===== src/rtl/tri_pkg.sv =====
// Shared types and screen limits for the raster scanner and the inside-test stage.
package tri_pkg;
  localparam int COORD_W = 11;
  localparam int H_MAX   = 639;
  localparam int V_MAX   = 479;

  typedef logic [COORD_W-1:0] coord_t;

  typedef struct packed {
    coord_t x;
    coord_t y;
  } point_t;

  typedef logic [2:0] state_t;
  localparam state_t S_IDLE = 3'd0;
  localparam state_t S_BBOX = 3'd1;
  localparam state_t S_WAIT = 3'd2;
  localparam state_t S_OUT  = 3'd3;
  localparam state_t S_DONE = 3'd4;

  function automatic coord_t min3(coord_t a, coord_t b, coord_t c);
    coord_t m;
    m = (a < b) ? a : b;
    return (m < c) ? m : c;
  endfunction

  function automatic coord_t max3(coord_t a, coord_t b, coord_t c);
    coord_t m;
    m = (a > b) ? a : b;
    return (m > c) ? m : c;
  endfunction
endpackage


===== src/rtl/tri_raster_scan_if.sv =====
// Triangle-in / pixel-out bus between the scanner and its neighbours.
interface tri_raster_scan_if;
  import tri_pkg::*;

  logic   tri_valid;
  logic   tri_ready;
  coord_t ax, ay, bx, by, cx, cy;
  coord_t t_ax, t_ay, t_bx, t_by, t_cx, t_cy;
  coord_t Px, Py;
  logic   inside_flag;
  logic   pix_valid;
  logic   pix_ready;
  coord_t pix_x, pix_y;
  logic   pix_inside;
  logic   busy;
  logic   done;

  modport slave (
    input  tri_valid, ax, ay, bx, by, cx, cy, inside_flag, pix_ready,
    output tri_ready, t_ax, t_ay, t_bx, t_by, t_cx, t_cy, Px, Py,
           pix_valid, pix_x, pix_y, pix_inside, busy, done
  );

  modport master (
    output tri_valid, ax, ay, bx, by, cx, cy, inside_flag, pix_ready,
    input  tri_ready, t_ax, t_ay, t_bx, t_by, t_cx, t_cy, Px, Py,
           pix_valid, pix_x, pix_y, pix_inside, busy, done
  );
endinterface


===== src/rtl/tri_bbox.sv =====
// Bounding box of three points, max edges clamped to the visible screen.
module tri_bbox import tri_pkg::*; (
  input  point_t i_p0,
  input  point_t i_p1,
  input  point_t i_p2,
  output coord_t o_xmin,
  output coord_t o_xmax,
  output coord_t o_ymin,
  output coord_t o_ymax,
  output logic   o_off
);
  coord_t w_xmax_raw, w_ymax_raw;

  assign o_xmin     = min3(i_p0.x, i_p1.x, i_p2.x);
  assign o_ymin     = min3(i_p0.y, i_p1.y, i_p2.y);
  assign w_xmax_raw = max3(i_p0.x, i_p1.x, i_p2.x);
  assign w_ymax_raw = max3(i_p0.y, i_p1.y, i_p2.y);

  assign o_xmax = (w_xmax_raw > coord_t'(H_MAX)) ? coord_t'(H_MAX) : w_xmax_raw;
  assign o_ymax = (w_ymax_raw > coord_t'(V_MAX)) ? coord_t'(V_MAX) : w_ymax_raw;

  // A box starting past the screen edge has no visible pixel at all.
  assign o_off = (o_xmin > coord_t'(H_MAX)) || (o_ymin > coord_t'(V_MAX));
endmodule


===== src/rtl/tri_raster_scan.sv =====
// Walks every pixel of a triangle's clamped bounding box, waits TEST_LAT for
// the inside test, and emits one (x, y, inside) record per pixel.
module tri_raster_scan import tri_pkg::*; #(
  parameter int TEST_LAT = 3
) (
  input  logic CLOCK_50,
  input  logic reset_n,
  tri_raster_scan_if.slave bus
);
  localparam int CNT_W = $clog2(TEST_LAT + 1);
  typedef logic [CNT_W-1:0] cnt_t;
  localparam cnt_t CNT_LOAD = cnt_t'(TEST_LAT);

  state_t r_state;
  cnt_t   r_cnt;
  coord_t r_t_ax, r_t_ay, r_t_bx, r_t_by, r_t_cx, r_t_cy;
  coord_t r_px, r_py;
  coord_t r_xmin, r_xmax, r_ymax;
  coord_t r_pix_x, r_pix_y;
  logic   r_pix_inside;

  coord_t w_xmin, w_xmax, w_ymin, w_ymax;
  logic   w_off;

  tri_bbox u_bbox (
    .i_p0   ('{x: r_t_ax, y: r_t_ay}),
    .i_p1   ('{x: r_t_bx, y: r_t_by}),
    .i_p2   ('{x: r_t_cx, y: r_t_cy}),
    .o_xmin (w_xmin),
    .o_xmax (w_xmax),
    .o_ymin (w_ymin),
    .o_ymax (w_ymax),
    .o_off  (w_off)
  );

  always_ff @(posedge CLOCK_50) begin
    if (!reset_n) begin
      r_state      <= S_IDLE;
      r_cnt        <= '0;
      r_t_ax       <= '0;
      r_t_ay       <= '0;
      r_t_bx       <= '0;
      r_t_by       <= '0;
      r_t_cx       <= '0;
      r_t_cy       <= '0;
      r_px         <= '0;
      r_py         <= '0;
      r_xmin       <= '0;
      r_xmax       <= '0;
      r_ymax       <= '0;
      r_pix_x      <= '0;
      r_pix_y      <= '0;
      r_pix_inside <= 1'b0;
    end else begin
      case (r_state)
        S_IDLE: if (bus.tri_valid) begin
          r_t_ax  <= bus.ax;
          r_t_ay  <= bus.ay;
          r_t_bx  <= bus.bx;
          r_t_by  <= bus.by;
          r_t_cx  <= bus.cx;
          r_t_cy  <= bus.cy;
          r_state <= S_BBOX;
        end
        S_BBOX: begin
          r_xmin <= w_xmin;
          r_xmax <= w_xmax;
          r_ymax <= w_ymax;
          if (w_off) begin
            r_state <= S_DONE;
          end else begin
            r_px    <= w_xmin;
            r_py    <= w_ymin;
            r_cnt   <= CNT_LOAD;
            r_state <= S_WAIT;
          end
        end
        S_WAIT: begin
          // The test stage result is valid on the last count of the latency window.
          if (r_cnt == cnt_t'(1)) begin
            r_pix_inside <= bus.inside_flag;
            r_pix_x      <= r_px;
            r_pix_y      <= r_py;
            r_state      <= S_OUT;
          end
          r_cnt <= r_cnt - cnt_t'(1);
        end
        S_OUT: if (bus.pix_ready) begin
          if (r_px == r_xmax && r_py == r_ymax) begin
            r_state <= S_DONE;
          end else begin
            if (r_px == r_xmax) begin
              r_px <= r_xmin;
              r_py <= r_py + coord_t'(1);
            end else begin
              r_px <= r_px + coord_t'(1);
            end
            r_cnt   <= CNT_LOAD;
            r_state <= S_WAIT;
          end
        end
        S_DONE:  r_state <= S_IDLE;
        default: r_state <= S_IDLE;
      endcase
    end
  end

  assign bus.tri_ready  = (r_state == S_IDLE);
  assign bus.busy       = (r_state != S_IDLE);
  assign bus.pix_valid  = (r_state == S_OUT);
  assign bus.done       = (r_state == S_DONE);
  assign bus.t_ax       = r_t_ax;
  assign bus.t_ay       = r_t_ay;
  assign bus.t_bx       = r_t_bx;
  assign bus.t_by       = r_t_by;
  assign bus.t_cx       = r_t_cx;
  assign bus.t_cy       = r_t_cy;
  assign bus.Px         = r_px;
  assign bus.Py         = r_py;
  assign bus.pix_x      = r_pix_x;
  assign bus.pix_y      = r_pix_y;
  assign bus.pix_inside = r_pix_inside;
endmodule


===== src/flat_wrapper.sv =====
// flat-port wrapper written by rule: the top's interface ports become plain ports
module tri_raster_scan_flat import tri_pkg::*;
#(
  parameter int TEST_LAT = 3
)
  (CLOCK_50, reset_n, bus_tri_valid, bus_ax, bus_ay, bus_bx, bus_by, bus_cx, bus_cy, bus_inside_flag, bus_pix_ready, bus_tri_ready, bus_t_ax, bus_t_ay, bus_t_bx, bus_t_by, bus_t_cx, bus_t_cy, bus_Px, bus_Py, bus_pix_valid, bus_pix_x, bus_pix_y, bus_pix_inside, bus_busy, bus_done);
  tri_raster_scan_if bus_i ();
  input  logic CLOCK_50;
  input  logic reset_n;
  input wire logic [$bits(bus_i.tri_valid)-1:0] bus_tri_valid;
  input wire logic [$bits(bus_i.ax)-1:0] bus_ax;
  input wire logic [$bits(bus_i.ay)-1:0] bus_ay;
  input wire logic [$bits(bus_i.bx)-1:0] bus_bx;
  input wire logic [$bits(bus_i.by)-1:0] bus_by;
  input wire logic [$bits(bus_i.cx)-1:0] bus_cx;
  input wire logic [$bits(bus_i.cy)-1:0] bus_cy;
  input wire logic [$bits(bus_i.inside_flag)-1:0] bus_inside_flag;
  input wire logic [$bits(bus_i.pix_ready)-1:0] bus_pix_ready;
  output wire logic [$bits(bus_i.tri_ready)-1:0] bus_tri_ready;
  output wire logic [$bits(bus_i.t_ax)-1:0] bus_t_ax;
  output wire logic [$bits(bus_i.t_ay)-1:0] bus_t_ay;
  output wire logic [$bits(bus_i.t_bx)-1:0] bus_t_bx;
  output wire logic [$bits(bus_i.t_by)-1:0] bus_t_by;
  output wire logic [$bits(bus_i.t_cx)-1:0] bus_t_cx;
  output wire logic [$bits(bus_i.t_cy)-1:0] bus_t_cy;
  output wire logic [$bits(bus_i.Px)-1:0] bus_Px;
  output wire logic [$bits(bus_i.Py)-1:0] bus_Py;
  output wire logic [$bits(bus_i.pix_valid)-1:0] bus_pix_valid;
  output wire logic [$bits(bus_i.pix_x)-1:0] bus_pix_x;
  output wire logic [$bits(bus_i.pix_y)-1:0] bus_pix_y;
  output wire logic [$bits(bus_i.pix_inside)-1:0] bus_pix_inside;
  output wire logic [$bits(bus_i.busy)-1:0] bus_busy;
  output wire logic [$bits(bus_i.done)-1:0] bus_done;
  assign bus_i.tri_valid = bus_tri_valid;
  assign bus_i.ax = bus_ax;
  assign bus_i.ay = bus_ay;
  assign bus_i.bx = bus_bx;
  assign bus_i.by = bus_by;
  assign bus_i.cx = bus_cx;
  assign bus_i.cy = bus_cy;
  assign bus_i.inside_flag = bus_inside_flag;
  assign bus_i.pix_ready = bus_pix_ready;
  assign bus_tri_ready = bus_i.tri_ready;
  assign bus_t_ax = bus_i.t_ax;
  assign bus_t_ay = bus_i.t_ay;
  assign bus_t_bx = bus_i.t_bx;
  assign bus_t_by = bus_i.t_by;
  assign bus_t_cx = bus_i.t_cx;
  assign bus_t_cy = bus_i.t_cy;
  assign bus_Px = bus_i.Px;
  assign bus_Py = bus_i.Py;
  assign bus_pix_valid = bus_i.pix_valid;
  assign bus_pix_x = bus_i.pix_x;
  assign bus_pix_y = bus_i.pix_y;
  assign bus_pix_inside = bus_i.pix_inside;
  assign bus_busy = bus_i.busy;
  assign bus_done = bus_i.done;
  tri_raster_scan #(.TEST_LAT(TEST_LAT)) u_core (.CLOCK_50(CLOCK_50), .reset_n(reset_n), .bus(bus_i));
endmodule

===== config.mk =====
export PLATFORM = sky130hd
export DESIGN_NAME = tri_raster_scan_flat
export DESIGN_NICKNAME = d
export VERILOG_FILES = /design/src/rtl/tri_pkg.sv /design/src/rtl/tri_raster_scan_if.sv /design/src/rtl/tri_bbox.sv /design/src/rtl/tri_raster_scan.sv /design/src/flat_wrapper.sv
export SDC_FILE = /design/constraint.sdc
export NUM_CORES = 1
export LEC_CHECK = 0
export ABC_AREA = 0
export CAP_MARGIN = 20
export CORE_ASPECT_RATIO = 2
export CORE_UTILIZATION = 47
export DETAILED_ROUTE_END_ITERATION = 12
export GPL_TIMING_DRIVEN = 0
export PLACE_DENSITY_LB_ADDON = 0.1
export SYNTH_ARGS = -nofsm -noshare
export SYNTH_HDL_FRONTEND = slang
export SYNTH_SLANG_ARGS = --single-unit

===== constraint.sdc =====
create_clock -name CLOCK_50 -period 7.05 [get_ports CLOCK_50]
set_input_delay 1.7625 -clock CLOCK_50 [delete_from_list [all_inputs] [get_ports CLOCK_50]]
set_output_delay 1.7625 -clock CLOCK_50 [all_outputs]
set_load 0.01 [all_outputs]

After elaboration in Yosys (flattened, before gate mapping)
Index checks and enable logic that the tools add are counted.

word-level totals
  output and inout bits = 115
  input bits = 71
  flip-flop bits (word level) = 149

cells by class
  reduce and logical (&&, ||, !) cells = 12
  multiplexer cells = 30
  order comparisons = 12
  equality and inequality tests = 13
  add/sub/neg operators = 3

operators with widths
  kind                     number
  $mux W11                 18
  $gt A11 B11 Y1           4
  $lt A11 B11 Y1           4
  $pmux W11 S2             2
  $add A11 B1 Y11 const B  2
  $eq A11 B11 Y1           2
  $gt A11 B10 Y1 const B   2
  $gt A11 B9 Y1 const B    2
  $mux W3                  5
  $pmux W3 S4              1
  $ne A2 B2 Y1 const B     4
  $reduce_and A4 Y1        2
  $eq A3 B2 Y1 const B     2
  $mux W2                  3
  $pmux W2 S3              1
  $reduce_bool A3 Y1       2
  $reduce_and A5 Y1        1
  $ne A2 B1 Y1 const B     2
  $reduce_and A2 Y1        2
  $eq A3 B1 Y1 const B     1
  $eq A3 B3 Y1 const B     1
  $logic_not A3 Y1         1
  $reduce_and A3 Y1        1
  $eq A2 B1 Y1 const B     1
  other kinds (4)          4

Longest topological paths before layout
Gate-level depths: netlist of the first run.

  depth in word-level cells = 8
  depth in mapped cells = 20

Modules after synthesis
From an unflattened synthesis of the first run, not the netlist that was laid out.

unflattened totals
  cell total of the unflattened synthesis = 1,221
  area total of the unflattened synthesis = 9,315.2 µm²

by module, submodules not included
  module           cells an instance  sequential area each (µm²)  area an instance (µm²)  instances
  tri_raster_scan  812                2,982.9                     6,541.3                 1
  tri_bbox         409                0.0                         2,773.9                 1

Least setup slack after synthesis of the first run
OpenSTA, ideal clock, no wires.

  path type = reg2reg
  start = register u_core.r_t_bx[8], in the netlist u_core.bus.t_bx[8]
  end = register u_core.r_xmax[0]
  stages on the path, launching flop included = 21
  path slack = 2,437 ps
  library setup time = 123 ps
  data arrival time = 4,490 ps
  path through = dfxtp_1 inv_1 ha_1 nand4_1 a211oi_1 a2111oi_4 a41oi_1 clkbuf_1 nand2_1 o21ai_0 ha_1 nor2b_1 o21a_1 o21bai_1 a31oi_1 o31ai_1 clkbuf_1 mux2_2 nor2_1 o211a_1 a21oi_1

between the ends
  word-level cells in the longest chain between the ends = 6

ends and longest elaborated chain
  element                 line                   text
  start, declared         tri_raster_scan.sv:16  coord_t r_t_ax, r_t_ay, r_t_bx, r_t_by, r_t_cx, r_t_cy;
  start signal, assigned  tri_raster_scan.sv:59  r_t_bx <= bus.bx;
  $gt A11 B11 Y1          tri_pkg.sv:29          m = (a > b) ? a : b;
  $mux W11 (*)            tri_pkg.sv:29
  $gt A11 B11 Y1          tri_pkg.sv:30          return (m > c) ? m : c;
  $mux W11 (*)            tri_pkg.sv:30
  $gt A11 B10 Y1          tri_bbox.sv:19         assign o_xmax = (w_xmax_raw > coord_t'(H_MAX)) ? coord_t'(H_MAX) : w_xmax_raw;
  $mux W11 (*)            tri_bbox.sv:19
  end signal, assigned    tri_raster_scan.sv:67  r_xmax <= w_xmax;
  end, declared           tri_raster_scan.sv:18  coord_t r_xmin, r_xmax, r_ymax;

Every way passes the cells marked *; elsewhere a longest branch is shown, timed or not.
A chain may end at the register's enable or synchronous reset.

Worst setup path in the final report of the first run
  start = register u_core.r_t_bx[8], in the netlist u_core.bus.t_bx[8]
  end = register u_core.r_px[9], in the netlist u_core.bus.Px[9]

between the ends
  word-level cells in the longest chain between the ends = 8
  elaborated cells on any way between the ends = 10
  classes of those cells = order compare: 3; eq/ne: 1; mux: 4; reduce/logical: 2

ends and longest elaborated chain
  element                             line                   text
  $lt A11 B11 Y1                      tri_pkg.sv:23          m = (a < b) ? a : b;
  $mux W11 (*)                        tri_pkg.sv:23
  $lt A11 B11 Y1                      tri_pkg.sv:24          return (m < c) ? m : c;
  $mux W11 (*)                        tri_pkg.sv:24
  $gt A11 B10 Y1                      tri_bbox.sv:23         assign o_off = (o_xmin > coord_t'(H_MAX)) || (o_ymin > coord_t'(V_MAX));
  $logic_or A1 B1 Y1                  tri_bbox.sv:23
  $ne A2 B2 Y1 (no source line)       n/a
  $reduce_and A4 Y1 (no source line)  n/a
  end signal, assigned                tri_raster_scan.sv:72  r_px <= w_xmin;
  end signal, assigned                tri_raster_scan.sv:93  r_px <= r_xmin;
  end signal, assigned                tri_raster_scan.sv:96  r_px <= r_px + coord_t'(1);
  end, declared                       tri_raster_scan.sv:17  coord_t r_px, r_py;

Every way passes the cells marked *; elsewhere a longest branch is shown, timed or not. The select of a mux whose other input is x is not followed.

==> out/qor.csv, run 1 <==
metric;value;unit
status;finished, final reports clean;
depth of the CTS H-tree;4;
DIE WIDTH;99.1;µm
number of max-cap violations;0;
RSZ-0062 raised after global routing;false;
DRT antenna net count;0;
Post-Syn Nets;1319;
Worst-Margin Slew;878;ps
Async SR Flop Fraction;0;%
WHS Path Cells;2;
critical path depth;18;
final hold viol count;0;
P_sw;0.00255;W
Vias per Instance;5.68;
Synth Flop Type;dfxtp_1;
gr ovfl total;0;
Static Leak;4.55;nW
crit end category;register;
Final Max Slew Viols;0;
Peak VDD IR;272;µV
Post-CTS Resized;0;
root buf cell;clkbuf_16;
core area;18400;µm²
post-synthesis sequential element count;149;
register share of total power;23.2;%
CP peak stage delay;630;ps
Top Family by Delay on Critical Path;compound AO/OA/AOI/OAI gates;
critical path launch point type;register;
via count;9166;
crit share post-route;78.3;%
Mapped Cells;1181;
largest net degree at the start of global routing;17;
layout cells sized above 1;4.15;%
Synth cell types;62;
clk_skew;7.75;ps
# setup viols final;0;
worst-path cell chain;inv_1 -> ha_1 -> a211oi_1 -> nor2_1 -> a2111oi_4 -> clkbuf_1 -> nand2_1 -> o21ai_0 -> ha_1 -> a21o_1 -> a21o_1 -> a21oi_1 -> o211ai_1 -> a41oi_1 -> mux2_2 -> o31ai_4 -> clkbuf_1 -> a311oi_1;
postcts setup bufs;0;
WS Path Type;register to register;
maximum fanout along the worst path;10;
initial DRC count;363;
Worst Path Required;7330;ps
CTS sink count;149;
synth warn;0;
antenna violations before repair;0;
FF-to-FF path depth;18;
internal power;0.00287;W
RePlAce Congestion;0.967;
Syn Area/Cell;7.51;µm²
EDFF count, synth;0;
Post-DP HPWL;23500;µm
die height;196;µm
crit path time final;5520;ps
Clock power frac;17.4;%
Final TNS setup;0;ps
Worst Setup Slack, final;1530;ps
nets;1522;
post-synthesis instance area;8870;µm²
Die ar.;19500;µm²
CP arrival;5800;ps
CTS clock-pin slew for the worst setup and hold paths;60;ps
drt pass-1 iters;8;
count of boundary I/O pins;186;
Core Util, Final;63.0;%
Worst Hold Class;register to register;
# rows;70;
Power Total;0.00543;W
Net Sw Frac;47.1;%
Fmax;181;MHz
WL per Instance;18.0;µm
clk_lat worst skew;430;ps
GR Util All Layers;30.6;%
Storage cell area;2980;µm²
CP bufs+invs;3;
pre-CTS setup slack;1540;ps
vias in the first global route;9181;
CTS buffer count;17;
Slew headroom;40.7;%
count of buffers from port buffering;184;
CTS tree;yes;
Initial Utilization;48.2;%
sequential area share after synthesis;33.6;%
PD cells;468;nW/µm²
slowest CP cell;a2111oi_4;
# diodes;0;
hold-fix buffers at CTS;0;
synth-to-layout area growth;30.7;%
Multi-input gate area;5400;µm²
WL final;29100;µm
first-pass GRT wire length;46200;µm
fillers;1703;
Comb power frac;59.4;%
clock buffer depth;2;
Residual DRC;0;
-- layout make-up --
type,instances,area share [%]
clock inverter,12,1.22
clock buffer,20,4.03
multi-input combinational,903,46.6
timing repair buffer,184,15.9
inverter,58,1.88
sequential,149,25.7
tap,216,2.33
buffer,71,2.36
-- worst paths after layout --
check                                         from                          endpoint  slack, ps
hold / removal    u_core.bus.pix_x[4]$_SDFFE_PN0P_  u_core.bus.pix_x[4]$_SDFFE_PN0P_        450
setup / recovery   u_core.bus.t_bx[8]$_SDFFE_PN0P_     u_core.bus.Px[9]$_SDFFE_PN0P_       1530
hold reg to reg   u_core.bus.pix_x[4]$_SDFFE_PN0P_  u_core.bus.pix_x[4]$_SDFFE_PN0P_        450
setup reg to reg   u_core.bus.t_bx[8]$_SDFFE_PN0P_     u_core.bus.Px[9]$_SDFFE_PN0P_       1530
-- power by group through the flow --
stage	clock network, W	registers, W	logic (W)
final	0.000941	0.00126	0.00322
after global routing	0.000984	0.00129	0.00352
after CTS	0.000947	0.00126	0.00319
after detailed placement	0	0.00127	0.00318
after global placement	0	0.00127	0.00314
after floorplan	0	0.00126	0.00213
-- layout by cell type (no fill, tap or decap), types with 10 or more instances in the layout --
cell type and instances:
ha_1 67, o21ai_0 83, nand2_1 265, a21oi_1 169
a211oi_1 11, nand3_1 25, nor3_1 11, nand4_1 15
xor2_1 29, a311oi_1 10, nor2_1 67, clkbuf_1 64
mux2i_1 35, clkdlybuf4s50_1 184, dfxtp_1 149, inv_1 56
clkbuf_16 17
-- synthesized netlist by cell type, drive strengths merged, types with 2 or more instances --
cell type / instances / area share (%)
o22ai: 3 / 0.21
o21bai: 6 / 0.51
a31oi: 3 / 0.21
nor2b: 8 / 0.56
inv: 56 / 2.4
nand2b: 3 / 0.21
clkbuf: 64 / 2.7
o21a: 5 / 0.42
a311oi: 10 / 0.99
nor3: 11 / 0.62
clkinv: 2 / 0.085
a21oi: 169 / 9.5
and3: 9 / 0.63
xnor2: 2 / 0.20
o221a: 5 / 0.63
a211oi: 11 / 0.93
o2111a: 2 / 0.25
and4: 2 / 0.20
nand4: 15 / 1.1
or3: 3 / 0.21
nand3: 25 / 1.4
o41ai: 2 / 0.28
a2111oi: 3 / 0.72
a21o: 7 / 0.59
xor2: 29 / 2.9
o31ai: 3 / 0.41
nand2: 266 / 11
dfxtp: 149 / 34
mux2i: 35 / 3.9
o211ai: 5 / 0.42
mux2: 9 / 1.1
a41o: 2 / 0.23
and2: 2 / 0.14
nor2: 67 / 2.8
a41oi: 4 / 0.48
buf: 7 / 0.38
ha: 67 / 9.5
o21ai: 85 / 4.8
nor4: 6 / 0.42
nand3b: 2 / 0.17
o211a: 4 / 0.45
-- worst reg2reg max path: cells and delay by family, from the launching register on --
kind	cells	cell delay, ps
AOI/OAI and AO/OA	10	2690
adders and majority gates	2	650
buffers and inverters	3	1000
DFF	1	410
muxes	1	430
and+or+nand+nor	2	190
-- routing by layer --
| layer | vias up | part of all wire [%] | global-route usage (%) |
|---|---|---|---|
| met1 | 4212 | 36 | 30.4 |
| li1 | 4539 | - | - |
| met2 | 330 | 55 | 59.3 |
| met4 | 0 | 4.5 | 16.4 |
| met3 | 85 | 4.5 | 4.81 |
| met5 | - | 0 | 0 |
-- cell families (layout without fill, tap and decap cells) --
logic type      count (synthesis)  after routing  share of synthesized area, %
fa+ha+maj                      67             67                          9.45
mux                            44             44                          5.09
flops                         149            149                          33.6
xor+xnor                       31             31                          3.06
simple gates                  422            422                          20.1
compound gates                339            339                          23.2
buf+inv                       129            345                          5.54
-- through the flow --
stage	cell area (µm²)	cells	hold slack (ps)
2_1_floorplan	8870	1181	433
3_3_place_gp	11000	1581	440
3_5_place_dp	11000	1581	446
4_1_cts	11600	1613	455
5_1_grt	11600	1613	472
6_report	11600	1613	452
(Power assumes the default switching activity.)
==> inputs of run 2 (changes only) <==
Clock period 7.05 ns to 4.8 ns, I/O delays scaled along.
==> run 2 against run 1 <==
  * Via count rose by 1.3%
  * Critical path depth is 2 higher
  * Total power rose by 58%
  * Die area did not move
==> out/qor.csv, run 2 (same netlist as run 1, synthesis figures left out) <==
metric;value;unit;change
most used cell, CP;buf_4;;
status;finished, final reports clean;;
crit path time final;4670;ps;-856 ps
first-pass GRT wire length;46900;µm;+1.4%
WL per Instance;18.1;µm;+0.62%
PD cells;720;nW/µm²;+54%
layer with the highest usage;met2;;
synth-to-layout area growth;34.3;%;
nets;1541;;+1.2%
crit share post-route;97.2;%;+19 points
# rows;70;;unchanged
count of buffers from port buffering;184;;unchanged
worst-path cell chain;inv_1 -> ha_1 -> nand4_1 -> a211oi_2 -> a2111oi_4 -> buf_4 -> buf_4 -> o21ai_0 -> ha_1 -> a21o_1 -> a21o_1 -> a21oi_1 -> o211ai_1 -> a41oi_1 -> mux2_4 -> o31ai_4 -> buf_4 -> clkbuf_4 -> a21boi_0 -> o22ai_1;;
fin area;11900;µm²;+2.8%
WS Path Type;register to register;;
worst setup path endpoint;u_core.bus.Py[3]$_SDFFE_PN0P_;;
met3 usage;4.77;%;-0.036 points
final hold viol count;0;;unchanged
RePlAce Congestion;0.967;;unchanged
pre-CTS setup slack;-709;ps;-2250 ps
crit end category;register;;
DRT antenna net count;0;;unchanged
maximum fanout along the worst path;10;;unchanged
layout cells sized above 1;7.34;%;+3.2 points
Post-DP HPWL;23500;µm;unchanged
clock buffer depth;2;;unchanged
critical path depth;20;;+2
most frequent cells in the layout;nand2_1 (264), clkdlybuf4s50_1 (184), a21oi_1 (168);;
WL final;29600;µm;+1.8%
Worst Setup Slack, final;132;ps;-1390 ps
die height;196;µm;unchanged
Worst Setup SP;u_core.bus.t_bx[9]$_SDFFE_PN0P_;;
CP arrival;4990;ps;-810 ps
core area;18400;µm²;unchanged
DP Area;11000;µm²;unchanged
depth of the CTS H-tree;4;;unchanged
Initial Utilization;48.2;%;unchanged
reg-to-reg startpoint;u_core.bus.t_bx[9]$_SDFFE_PN0P_;;
Worst-Margin Slew;759;ps;-119 ps
number of max-cap violations;0;;unchanged
drt pass-1 iters;9;;+1
Slew headroom;48.7;%;+8.0 points
leading cell type in the layout, fill and taps excluded;nand2_1;;
Static Leak;4.69;nW;+2.9%
Worst Path Required;5120;ps;-2210 ps
vias in the first global route;9295;;+1.2%
GR Util All Layers;31.0;%;+0.41 points
CTS buffer count;17;;unchanged
Top Family by Delay on Critical Path;compound AO/OA/AOI/OAI gates;;
Storage cell area;2990;µm²;+0.13%
initial DRC count;424;;+17%
clk_skew;12.0;ps;+4.28 ps
Die ar.;19500;µm²;unchanged
DIE WIDTH;99.1;µm;unchanged
CP bufs+invs;5;;+2
FF-to-FF path depth;20;;+2
CTS clock-pin slew for the worst setup and hold paths;60;ps;about the same
setup slack, reg-to-reg;130;ps;-1390 ps
# diodes;0;;unchanged
gr ovfl total;0;;unchanged
critical path launch point type;register;;
met2 usage in global routing;59.4;%;+0.18 points
largest net degree at the start of global routing;17;;unchanged
Core Util, Final;64.8;%;+1.8 points
# setup viols final;0;;unchanged
Final Max Slew Viols;0;;unchanged
Worst Hold Class;register to register;;
Residual DRC;0;;unchanged
CTS tree;yes;;
antenna violations before repair;0;;unchanged
Multi-input gate area;5520;µm²;+2.3%
Fmax;214;MHz;+18%
root buf cell;clkbuf_16;;
Worst R2R End;u_core.bus.Py[3]$_SDFFE_PN0P_;;
Peak VDD IR;403;µV;+48%
slowest CP cell;dfxtp_1;;
routing usage on met1;31.2;%;+0.78 points
via count;9281;;+1.3%
count of boundary I/O pins;186;;unchanged
Vias per Instance;5.69;;about the same
clk_lat worst skew;440;ps;about the same
fillers;1659;;-2.6%
CTS sink count;149;;unchanged
CP peak stage delay;390;ps;-240 ps
-- run 2: cell count changes in the layout (fill, tap and decap cells not counted), moves of 3 or more --
cell and delta:
a41oi_4 +3, buf_4 +20, o21ai_1 +3, mux2i_2 +4, dfxtp_2 +3, clkbuf_4 +3
buf_6 +3, o21ai_0 -3, clkbuf_1 -8, mux2i_1 -4, dfxtp_1 -3
-- run 2: stage by stage --
step                      power [W]  instances  hold WS [ps]  TNS, ps
after floorplan             0.00499       1181           433        0
after global placement      0.00647       1581           440   -18260
after detailed placement    0.00654       1581           446   -21290
after CTS                   0.00812       1621           455    -30.2
after global routing        0.00914       1632           472     -511
final                       0.00858       1632           452        0
-- run 2: cell type report --
class / count / share of cell area [%]
plain buffers: 70 / 2.58
repair buffers: 204 / 16.8
clock inverters: 12 / 1.19
well taps: 216 / 2.27
clock buffers: 20 / 3.92
inverters: 58 / 1.83
flip-flops and latches: 149 / 25.1
multi-input cells: 903 / 46.3
-- run 2: layer usage --
layer | wire (µm) | vias up
met5 | 0 | -
met1 | 11000 | 4277
li1 | - | 4574
met4 | 1510 | 0
met3 | 1170 | 107
met2 | 15900 | 323
-- run 2: timing repair --
item / CTS / global route
hold buffers: 0 / 0
resized for setup: 16 / 37
pin swaps: 4 / 6
endpoints found under the setup margin: 52 / 39
endpoints found under the hold margin: 0 / 0
buffers inserted: 8 / 12
-- run 2: worst min-delay path by stage --
| stage | from | end | slack (ps) | cells past startpoint |
|---|---|---|---|---|
| 2_1_floorplan | u_core.r_cnt[1]$_SDFFE_PN0P_ | u_core.r_cnt[1]$_SDFFE_PN0P_ | 430 | 2 |
| 5_1_grt | u_core.bus.pix_x[6]$_SDFFE_PN0P_ | u_core.bus.pix_x[6]$_SDFFE_PN0P_ | 470 | 2 |
| 3_3_place_gp | u_core.bus.pix_inside$_SDFFE_PN0P_ | u_core.bus.pix_inside$_SDFFE_PN0P_ | 440 | 2 |
| 6_report | u_core.bus.pix_x[4]$_SDFFE_PN0P_ | u_core.bus.pix_x[4]$_SDFFE_PN0P_ | 450 | 2 |
| 4_1_cts | u_core.bus.pix_y[3]$_SDFFE_PN0P_ | u_core.bus.pix_y[3]$_SDFFE_PN0P_ | 450 | 2 |
| 3_5_place_dp | u_core.bus.pix_y[3]$_SDFFE_PN0P_ | u_core.bus.pix_y[3]$_SDFFE_PN0P_ | 450 | 2 |
-- run 2: worst register-to-register path: cells and delay by family (launching register included) --
family,cells,cell delay [ps]
DFF,1,390
and+or+nand+nor,1,160
buffers and inverters,5,800
AOI/OAI and AO/OA,11,2210
adders and majority gates,2,630
muxes,1,370
-- run 2: report_power, final --
| group | switching (W) | total (W) | internal, W |
|---|---|---|---|
| Sequential | 0.000345 | 0.00186 | 0.00151 |
| Combinational | 0.00302 | 0.00533 | 0.00231 |
| Clock | 0.000570 | 0.00138 | 0.000815 |
